==> src/rtl/fetch_queue_if.sv <==
// Fetch-side bundle: PC source, instruction memory port and decode-side valid/ready.
interface fetch_queue_if;
  logic [31:0] pc_address;
  logic        pc_valid;
  logic        alignment_error;
  logic        flush;
  logic        stall_o;
  logic        imem_req;
  logic [31:0] imem_addr;
  logic        imem_gnt;
  logic        imem_rvalid;
  logic [31:0] imem_rdata;
  logic        inst_valid;
  logic [31:0] inst_data;
  logic [31:0] inst_pc;
  logic        inst_adel;
  logic        inst_ready;

  modport master (
    output pc_address, pc_valid, alignment_error, flush,
           imem_gnt, imem_rvalid, imem_rdata, inst_ready,
    input  stall_o, imem_req, imem_addr,
           inst_valid, inst_data, inst_pc, inst_adel
  );

  modport slave (
    input  pc_address, pc_valid, alignment_error, flush,
           imem_gnt, imem_rvalid, imem_rdata, inst_ready,
    output stall_o, imem_req, imem_addr,
           inst_valid, inst_data, inst_pc, inst_adel
  );
endinterface

==> src/rtl/fetch_queue.sv <==
// Instruction fetch queue: credit-limited memory requests, in-order response pairing,
// flush-time response discard and a DEPTH-entry instruction buffer toward decode.
module fetch_queue #(
  parameter int DEPTH = 4
) (
  input logic          clk,
  input logic          rst,
  fetch_queue_if.slave bus
);
  localparam int PW = (DEPTH > 1) ? $clog2(DEPTH) : 1;
  localparam int CW = $clog2(DEPTH) + 1;

  logic [CW-1:0] outstanding, discard, count;
  logic [PW-1:0] a_wr, a_rd, b_wr, b_rd;

  logic [31:0]      afifo [DEPTH];
  logic [31:0]      bdata [DEPTH];
  logic [31:0]      bpc   [DEPTH];
  logic [DEPTH-1:0] badel;

  logic [CW:0] credit_sum;
  logic        in_flight, rsp, drop, deliver;
  logic        accept, mis_enq, push, pop;

  assign credit_sum = {1'b0, outstanding} + {1'b0, count};
  assign in_flight  = (outstanding != '0) || (discard != '0);
  // Responses with nothing in flight are a protocol error and are ignored.
  assign rsp        = bus.imem_rvalid & in_flight;
  assign drop       = rsp & (discard != '0);
  assign deliver    = rsp & (discard == '0);

  assign bus.imem_req  = bus.pc_valid & ~bus.flush & ~bus.alignment_error & ~rst &
                         (credit_sum < (CW+1)'(DEPTH));
  assign bus.imem_addr = bus.pc_address;
  assign accept        = bus.imem_req & bus.imem_gnt;

  // A misaligned fetch waits for older responses so the buffer stays in program order.
  assign mis_enq = bus.pc_valid & bus.alignment_error & ~bus.flush & ~rst &
                   (outstanding == '0) & (count < CW'(DEPTH));

  assign bus.stall_o = rst | (~bus.flush & ~(accept | mis_enq));

  assign push = deliver | mis_enq;
  assign pop  = bus.inst_valid & bus.inst_ready;

  assign bus.inst_valid = (count != '0);
  assign bus.inst_data  = bdata[b_rd];
  assign bus.inst_pc    = bpc[b_rd];
  assign bus.inst_adel  = badel[b_rd];

  always_ff @(posedge clk or posedge rst) begin
    if (rst) begin
      outstanding <= '0;
      discard     <= '0;
      count       <= '0;
      a_wr        <= '0;
      a_rd        <= '0;
      b_wr        <= '0;
      b_rd        <= '0;
    end else begin
      if (accept) a_wr <= a_wr + 1'b1;
      if (rsp)    a_rd <= a_rd + 1'b1;
      if (bus.flush) begin
        // Everything still in flight becomes garbage; a response taken this cycle is gone.
        outstanding <= '0;
        discard     <= discard + outstanding - CW'(rsp);
        count       <= '0;
        b_wr        <= '0;
        b_rd        <= '0;
      end else begin
        outstanding <= outstanding + CW'(accept) - CW'(deliver);
        discard     <= discard - CW'(drop);
        count       <= count + CW'(push) - CW'(pop);
        if (push) b_wr <= b_wr + 1'b1;
        if (pop)  b_rd <= b_rd + 1'b1;
      end
    end
  end

  // Storage carries no reset; count gates visibility.
  always_ff @(posedge clk) begin
    if (accept) afifo[a_wr] <= bus.pc_address;
    if (push && !bus.flush) begin
      bdata[b_wr] <= deliver ? bus.imem_rdata : 32'h0;
      bpc[b_wr]   <= deliver ? afifo[a_rd] : bus.pc_address;
      badel[b_wr] <= ~deliver;
    end
  end
endmodule
==> src/flat_wrapper.sv <==
// flat-port wrapper written by rule: the top's interface ports become plain ports
module fetch_queue_flat 
#(
  parameter int DEPTH = 4
)
  (clk, rst, bus_pc_address, bus_pc_valid, bus_alignment_error, bus_flush, bus_imem_gnt, bus_imem_rvalid, bus_imem_rdata, bus_inst_ready, bus_stall_o, bus_imem_req, bus_imem_addr, bus_inst_valid, bus_inst_data, bus_inst_pc, bus_inst_adel);
  fetch_queue_if bus_i ();
  input logic clk;
  input logic rst;
  input wire logic [$bits(bus_i.pc_address)-1:0] bus_pc_address;
  input wire logic [$bits(bus_i.pc_valid)-1:0] bus_pc_valid;
  input wire logic [$bits(bus_i.alignment_error)-1:0] bus_alignment_error;
  input wire logic [$bits(bus_i.flush)-1:0] bus_flush;
  input wire logic [$bits(bus_i.imem_gnt)-1:0] bus_imem_gnt;
  input wire logic [$bits(bus_i.imem_rvalid)-1:0] bus_imem_rvalid;
  input wire logic [$bits(bus_i.imem_rdata)-1:0] bus_imem_rdata;
  input wire logic [$bits(bus_i.inst_ready)-1:0] bus_inst_ready;
  output wire logic [$bits(bus_i.stall_o)-1:0] bus_stall_o;
  output wire logic [$bits(bus_i.imem_req)-1:0] bus_imem_req;
  output wire logic [$bits(bus_i.imem_addr)-1:0] bus_imem_addr;
  output wire logic [$bits(bus_i.inst_valid)-1:0] bus_inst_valid;
  output wire logic [$bits(bus_i.inst_data)-1:0] bus_inst_data;
  output wire logic [$bits(bus_i.inst_pc)-1:0] bus_inst_pc;
  output wire logic [$bits(bus_i.inst_adel)-1:0] bus_inst_adel;
  assign bus_i.pc_address = bus_pc_address;
  assign bus_i.pc_valid = bus_pc_valid;
  assign bus_i.alignment_error = bus_alignment_error;
  assign bus_i.flush = bus_flush;
  assign bus_i.imem_gnt = bus_imem_gnt;
  assign bus_i.imem_rvalid = bus_imem_rvalid;
  assign bus_i.imem_rdata = bus_imem_rdata;
  assign bus_i.inst_ready = bus_inst_ready;
  assign bus_stall_o = bus_i.stall_o;
  assign bus_imem_req = bus_i.imem_req;
  assign bus_imem_addr = bus_i.imem_addr;
  assign bus_inst_valid = bus_i.inst_valid;
  assign bus_inst_data = bus_i.inst_data;
  assign bus_inst_pc = bus_i.inst_pc;
  assign bus_inst_adel = bus_i.inst_adel;
  fetch_queue #(.DEPTH(DEPTH)) u_core (.clk(clk), .rst(rst), .bus(bus_i));
endmodule
==> config.mk <==
export PLATFORM = sky130hd
export DESIGN_NAME = fetch_queue_flat
export DESIGN_NICKNAME = d
export VERILOG_FILES = /design/src/rtl/fetch_queue_if.sv /design/src/rtl/fetch_queue.sv /design/src/flat_wrapper.sv
export SDC_FILE = /design/constraint.sdc
export NUM_CORES = 1
export LEC_CHECK = 0
export CELL_PAD_IN_SITES_DETAIL_PLACEMENT = 0
export CELL_PAD_IN_SITES_GLOBAL_PLACEMENT = 1
export CORE_ASPECT_RATIO = 0.7
export CORE_MARGIN = 3
export CORE_UTILIZATION = 53
export DETAILED_ROUTE_END_ITERATION = 10
export GPL_ROUTABILITY_DRIVEN = 1
export MAX_ROUTING_LAYER = met4
export PLACE_DENSITY = 0.85
export SLEW_MARGIN = 10
export SYNTH_ARGS = -nofsm -noshare
export SYNTH_HDL_FRONTEND = slang
export SYNTH_SLANG_ARGS = --single-unit
==> constraint.sdc <==
create_clock -name clk -period 12 [get_ports clk]
set_clock_uncertainty 0.15 [all_clocks]
set_input_delay 1.8 -clock clk [delete_from_list [all_inputs] [get_ports clk]]
set_output_delay 1.8 -clock clk [all_outputs]
set_load 0.02 [all_outputs]
==> impl_metrics.yaml, run 1 <==
critical_path:
  data_required_time_of_the_critical_path_ns: 10.05
  worst_setup_path_end_kind: "primary output"
  crit_path_max_fanout: 19
  worst-r2r-cell-count: 6
  start_kind: "input port"
  critPathArrivalTime_ns: 4.39
  worst-setup-path-type: "input port to primary output"
layout:
  regArea_sq_mm: 0.0121
  most-common-layout-cells: "sky130_fd_sc_hd__edfxtp_1 (388), sky130_fd_sc_hd__clkdlybuf4s50_1 (171), sky130_fd_sc_hd__nand2_1 (98), sky130_fd_sc_hd__mux4_2 (97), sky130_fd_sc_hd__clkbuf_16 (41)"
  multi_input_comb_area_sq_mm: 0.00349
  finalNonFillerCells: 1382
  final_layout_size_suffix_gt1_share_pct: 17.5
  fillers: 1990
  area_growth_pct: 19.0
  insertedDiodeCount: 0
  finalNetCount: 1043
  leading_cell_type_in_the_layout_fill_and_taps_excluded: "sky130_fd_sc_hd__edfxtp_1"
  layout.core_utilization_pct: 65.1
sta:
  timing_hold_violations_final: 0
  max_slew_margin_pct: 28.2
  timing.final.max_slew_violations: 0
  timing.final.setup_violations: 0
  finalCritPeriodShare_pct: 52.8
  post_layout_minimum_cycle_time_ns: 6.34
  worst_margin_pin_slew_ns: 1.08
  summed_negative_setup_slack_over_all_endpoints_ns: 0
  grt_setup_unrepaired: "no"
  timing.fmax_ghz: 0.158
  final_critical_path_setup_slack_ns: 5.66
logic_synthesis:
  synthesized_area_sq_mm: 0.0161
  synth_nets: 892
  share_of_synthesized_area_occupied_by_flip_flops_and_latches_pct: 75.2
  post_synth_edffs: 388
  ys_async_sr_fraction_pct: 4.20
  yosysWarnings: 0
  ys_ff_latch: 405
  synth-main-ff-cell: "sky130_fd_sc_hd__edfxtp_1"
  avgSynthCellArea_sq_um: 20.1
  yosys.cell_types.count: 34
  netlist_instances: 798
grt:
  number_of_antenna_violations_at_the_first_check_in_global_routing: 0
  grtUsageTotal_pct: 19.9
  grt_max_degree: 67
  grt_pass1_vias: 7910
  grt_overflow: 0
  grt_first_pass_wirelength_mm: 47.2
drt:
  drt-vias-per-instance: 5.45
  first_iter_violations: 595
  dr.pass1.iters: 5
  routed_wire_length_per_instance_microns: 22.3
  detail_route.drc_violations: 0
  count_of_vias_placed_by_the_detailed_router: 7531
  drt.antenna.violating_nets: 0
  routed_wl_mm: 30.8
clocking:
  h_tree_lvls: 2
  cts_hold_buffers: 0
  clock_path_buffers: 3
  postCtsSetupRepairBufs: 0
  root_buffer: "sky130_fd_sc_hd__clkbuf_16"
  cts.clk_slew.worst_paths_ns: 0.06
  cts_tree: "built"
  worst_skew_pair.late_latency_ns: 0.52
  clkSinkCount: 405
  cts_repair_resize_count: 0
  number_of_buffers_added_by_the_clock_tree_synthesis_step: 38
placement:
  globalplace.congestion: 0.729
  place_ws_ns: 5.63
  dpl.cell_count: 1314
  portBuffers: 171
  hpwl_mm: 16.9
floorplanning:
  die_y_extent_microns: 152
  die-width_microns: 214
  boundaryPins: 172
  core_region_area_sq_mm: 0.0293
  floorplan.die_area_sq_mm: 0.0324
  initial_utilization_pct: 54.7
  fp-row-count: 52
pwr:
  power.density_cell_area_mw_per_mm2: 183
  power.share.switching_pct: 25.3
  static-leakage-power_nw: 6.06
  power.ir.vdd_worst_mv: 0.120
  part_of_the_power_in_combinational_logic_pct: 20.1
  total_power_mw: 3.50
  switchingPower_uw: 886
  power.share.sequential_pct: 47.5
  share_clk_of_total_power_pct: 32.4
  p_int_mw: 2.61
outcome:
  run_status: "finished clean"
job:
  maxCapViolations: 0
min_path:
  hold_path_class: "flop to flop"
  min_delay_path_depth: 1
==> state kept, by name, indices dropped and copies added, names as in the netlist, 3 cells and up <==
register	flops
u_core.bdata	128
u_core.outstanding	3
u_core.count	3
u_core.afifo	128
u_core.badel	4
u_core.discard	3
u_core.bpc	128
==> critical path, stage by stage <==
cell                              delay, ns
sky130_fd_sc_hd__clkdlybuf4s50_1       0.86
sky130_fd_sc_hd__nor3b_4               0.38
sky130_fd_sc_hd__nand3_2               0.14
sky130_fd_sc_hd__nor4b_4               0.50
sky130_fd_sc_hd__o31ai_1               0.14
sky130_fd_sc_hd__clkdlybuf4s50_1       0.57
==> area by class of cell <==
cell class | count | share of cell area (%)
inverter | 21 | 0.413
sequential | 405 | 63.3
multi-input combinational | 304 | 18.3
clock buffer | 52 | 5.59
clock inverter | 16 | 0.531
tap | 405 | 2.65
timing repair buffer | 179 | 9.27
==> through the flow <==
| stage | area (sq um) | hold slack [ns] |
|---|---|---|
| floorplan | 16100 | 0.297 |
| global placement | 17900 | 0.319 |
| detailed placement | 17900 | 0.329 |
| CTS | 19100 | 0.340 |
| global route | 19100 | 0.358 |
| finish | 19100 | 0.338 |
==> per-layer routing <==
metal,wire [microns],vias to the layer above,GRT usage [%]
li1,-,3385,-
met1,14000,3872,28.4
met2,14500,242,31.0
met3,1820,32,3.55
met4,412,0,4.48
met5,0,-,-
==> power groups by stage <==
| stage | Combinational (mW) | Sequential, mW | Clock [mW] |
|---|---|---|---|
| final | 0.702 | 1.66 | 1.13 |
| after global routing | 0.754 | 1.67 | 1.22 |
| after CTS | 0.718 | 1.67 | 1.16 |
| after detailed placement | 0.714 | 1.70 | 0 |
| after global placement | 0.711 | 1.69 | 0 |
| after floorplan | 0.541 | 1.62 | 0 |
==> synth_stat cells (4+ instances only) <==
master                       n  area share (%)
sky130_fd_sc_hd__and2_1     36             1.4
sky130_fd_sc_hd__buf_1       4           0.094
sky130_fd_sc_hd__buf_2      17            0.53
sky130_fd_sc_hd__buf_4      33             1.5
sky130_fd_sc_hd__clkbuf_1   10            0.23
sky130_fd_sc_hd__dfrtp_1    17             2.7
sky130_fd_sc_hd__edfxtp_1  388              73
sky130_fd_sc_hd__ha_1       19             1.5
sky130_fd_sc_hd__inv_1      21            0.49
sky130_fd_sc_hd__mux4_2     97              14
sky130_fd_sc_hd__nand2_1    98             2.3
sky130_fd_sc_hd__nor2_1      8            0.19
sky130_fd_sc_hd__nor3b_1     4            0.19
sky130_fd_sc_hd__or3_1       4            0.16
sky130_fd_sc_hd__xnor2_1     9            0.49
==> path summary, 6_finish.rpt <==
| path | from | end | slack, ns |
|---|---|---|---|
| worst min-delay path | u_core.discard[2]$_DFF_PP0_ | u_core.discard[2]$_DFF_PP0_ | 0.34 |
| min in group asynchronous | rst | u_core.discard[1]$_DFF_PP0_ | 1.62 |
| max in group asynchronous | rst | u_core.b_rd[1]$_DFFE_PP0P_ | 9.56 |
| worst max register to register | u_core.discard[0]$_DFF_PP0_ | u_core.bdata[0][27]$_DFFE_PP_ | 8.29 |
| worst min register to register | u_core.discard[2]$_DFF_PP0_ | u_core.discard[2]$_DFF_PP0_ | 0.34 |
| worst max-delay path | bus_flush | bus_stall_o | 5.66 |
==> kinds of logic (layout without fill, tap and decap cells) <==
kind of cell,count (synthesis),after routing,synth area share (%)
XOR/XNOR,12,12,0.655
AND/OR/NAND/NOR,162,162,4.90
adder cells (fa/ha/maj),22,22,1.86
buffers and inverters,89,268,3.19
flip-flops,405,405,75.2
AO/OA/AOI/OAI,7,7,0.273
multiplexers,101,101,13.9
No activity file was read; power rests on OpenSTA's default activity.
==> run 2, diff against run 1 <==
--- a/config.mk
+++ b/config.mk
@@ -9,11 +9,11 @@
 export CELL_PAD_IN_SITES_GLOBAL_PLACEMENT = 1
 export CORE_ASPECT_RATIO = 0.7
 export CORE_MARGIN = 3
-export CORE_UTILIZATION = 53
+export CORE_UTILIZATION = 49
 export DETAILED_ROUTE_END_ITERATION = 10
 export GPL_ROUTABILITY_DRIVEN = 1
 export MAX_ROUTING_LAYER = met4
-export PLACE_DENSITY = 0.85
+export PLACE_DENSITY = 0.8
 export SLEW_MARGIN = 10
 export SYNTH_ARGS = -nofsm -noshare
 export SYNTH_HDL_FRONTEND = slang
==> constraint.sdc (replaced) <==
create_clock -name clk -period 6.1 [get_ports clk]
set_clock_uncertainty 0.15 [all_clocks]
set_input_delay 0.915 -clock clk [delete_from_list [all_inputs] [get_ports clk]]
set_output_delay 0.915 -clock clk [all_outputs]
set_load 0.02 [all_outputs]
==> run 2 against run 1 <==
Compared with the run above:
- first-iteration DRC count increased by 8.7%
- non-clock buffer count increased by 6
- final cell count increased by 1.4%
- sequential power increased by 96%
- die area increased by 7.9%
- global-route usage decreased by 1.3 points
- hold slack about the same
- design area increased by 0.66%
- wire length increased by 1.2%
- combinational power increased by 99%
- critical endpoint unchanged
- largest power group unchanged
- highest routed layer unchanged
==> impl_metrics.yaml, run 2 (synthesis results as in run 1) <==
clocking:
  number_of_buffers_added_by_the_clock_tree_synthesis_step: 39
  h_tree_lvls: 2
  postCtsSetupRepairBufs: 0
  cts_tree: "built"
  cts_hold_buffers: 0
  clock_path_buffers: 3
  cts.clk_slew.worst_paths_ns: 0.06
  clkSinkCount: 405
  worst_skew_pair.late_latency_ns: 0.53
  root_buffer: "sky130_fd_sc_hd__clkbuf_16"
  cts_repair_resize_count: 0
floorplanning:
  floorplan.die_area_sq_mm: 0.0350
  die-width_microns: 222
  initial_utilization_pct: 50.7
  core_region_area_sq_mm: 0.0317
  boundaryPins: 172
  fp-row-count: 54
  die_y_extent_microns: 157
sta:
  timing.fmax_ghz: 0.240
  summed_negative_setup_slack_over_all_endpoints_ns: 0
  timing_hold_violations_final: 0
  timing.final.setup_violations: 0
  timing.final.max_slew_violations: 0
  post_layout_minimum_cycle_time_ns: 4.17
  grt_setup_unrepaired: "no"
  max_slew_margin_pct: 31.5
  worst_margin_pin_slew_ns: 1.03
  finalCritPeriodShare_pct: 68.3
  final_critical_path_setup_slack_ns: 1.93
placement:
  globalplace.congestion: 0.737
  dpl.cell_count: 1335
  hpwl_mm: 18.3
  place_ws_ns: 1.90
  portBuffers: 171
layout:
  finalNonFillerCells: 1402
  layout.core_utilization_pct: 60.7
  registers_with_the_most_flip_flops: "u_core.afifo x128, u_core.bdata x128, u_core.bpc x128"
  most-common-layout-cells: "sky130_fd_sc_hd__edfxtp_1 (388), sky130_fd_sc_hd__clkdlybuf4s50_1 (171), sky130_fd_sc_hd__nand2_1 (98), sky130_fd_sc_hd__mux4_2 (97), sky130_fd_sc_hd__clkbuf_16 (41)"
  insertedDiodeCount: 0
  leading_cell_type_in_the_layout_fill_and_taps_excluded: "sky130_fd_sc_hd__edfxtp_1"
  final_layout_size_suffix_gt1_share_pct: 18.5
  area_growth_pct: 19.8
  finalNetCount: 1050
drt:
  routed_wl_mm: 31.2
  first_iter_violations: 647
  drt-vias-per-instance: 5.45
  detail_route.drc_violations: 0
  count_of_vias_placed_by_the_detailed_router: 7634
  dr.pass1.iters: 5
  drt.antenna.violating_nets: 0
  routed_wire_length_per_instance_microns: 22.2
critical_path:
  timing.critical_path.mode_cell: "sky130_fd_sc_hd__clkdlybuf4s50_1"
  start_kind: "input port"
  cpMaxStageDelayCell: "sky130_fd_sc_hd__clkdlybuf4s50_1"
  worstSetupStartpoint: "bus_flush"
  r2r_setup_slk_ns: 3.19
  worst-r2r-cell-count: 5
  crit_path_max_fanout: 19
  data_required_time_of_the_critical_path_ns: 5.03
  r2r_end: "u_core.bdata[1][14]$_DFFE_PP_"
  critPathArrivalTime_ns: 3.10
  worst_setup_path_end_kind: "primary output"
  reg2reg_from: "u_core.discard[0]$_DFF_PP0_"
  worstPathCellList: "clkdlybuf4s50_1 > buf_4 > nor3b_4 > nand3_2 > nor4b_4 > o31ai_1 > clkdlybuf4s50_1"
  max_stage_delay_ns: 0.58
  worst-setup-path-type: "input port to primary output"
pwr:
  power.density_cell_area_mw_per_mm2: 363
  power.ir.vdd_worst_mv: 0.246
  static-leakage-power_nw: 6.13
job:
  maxCapViolations: 0
grt:
  grt_overflow: 0
  routing_usage_on_met3_pct: 3.90
  grt_pass1_vias: 8071
  grt_first_pass_wirelength_mm: 48.1
  grtUsageTotal_pct: 18.7
  grt_most_used_layer: "met2"
  grt.met1_usage_pct: 26.5
  grt_max_degree: 67
  gr-usage-met2_pct: 28.0
  number_of_antenna_violations_at_the_first_check_in_global_routing: 0
min_path:
  hold_path_class: "flop to flop"
  min_delay_path_depth: 1
  worstHoldStart: "u_core.discard[2]$_DFF_PP0_"
  hold_path_end: "u_core.discard[2]$_DFF_PP0_"
outcome:
  run_status: "finished clean"
## run 2: changes by cell type in the layout (fill, tap and decap cells not counted), sizes merged
cell	before	now
clkinv	13	8
buf	8	14
clkbuf	52	51
inv	20	24
bufinv	1	2
## run 2: critical path: cells and delay by family
kind                   cells  cell delay, ns
AOI/OAI and AO/OA          1            0.14
and+or+nand+nor            3            0.86
buffers and inverters      3            1.19
## run 2: cell type report
class | instances | area (sq um)
clock buffers | 51 | 1080
inverters | 21 | 78.8
fillers | 2273 | 12500
well taps | 420 | 526
clock inverters | 16 | 148
repair buffers | 185 | 1820
flip-flops and latches | 405 | 12100
multi-input cells | 304 | 3490
## run 2: worst max-delay path by stage
stage,to,slack [ns],depth (start not counted)
CTS,bus_inst_data[30],1.87,3
floorplan,u_core.badel[0]$_DFFE_PP_,-0.99,5
detailed placement,bus_stall_o,1.90,7
finish,bus_stall_o,1.93,7
global placement,bus_stall_o,1.93,7
global route,bus_stall_o,1.77,7
## run 2: report_power, final
part           internal, mW  total [mW]  leakage (nW)  switching (mW)
clock                  1.34        2.33         0.590           0.984
sequential             3.10        3.26          3.50           0.152
combinational         0.770        1.40          2.04           0.634
## run 2: routing by layer
layer / vias to the layer above / part of all wire [%] / wire length (microns)
met5: - / 0 / 0
met4: 0 / 1.8 / 548
met3: 38 / 6.5 / 2030
met2: 264 / 47 / 14600
met1: 3929 / 45 / 14000
li1: 3403 / - / -
## run 2: through the flow
stage               total power, mW  hold WS (ns)  area (sq um)
finish                         6.98         0.338         19200
global route                   7.28         0.361         19200
CTS                            7.09         0.347         19200
detailed placement             4.75         0.335         18000
global placement               4.74         0.315         18000
floorplan                      4.25         0.297         16100
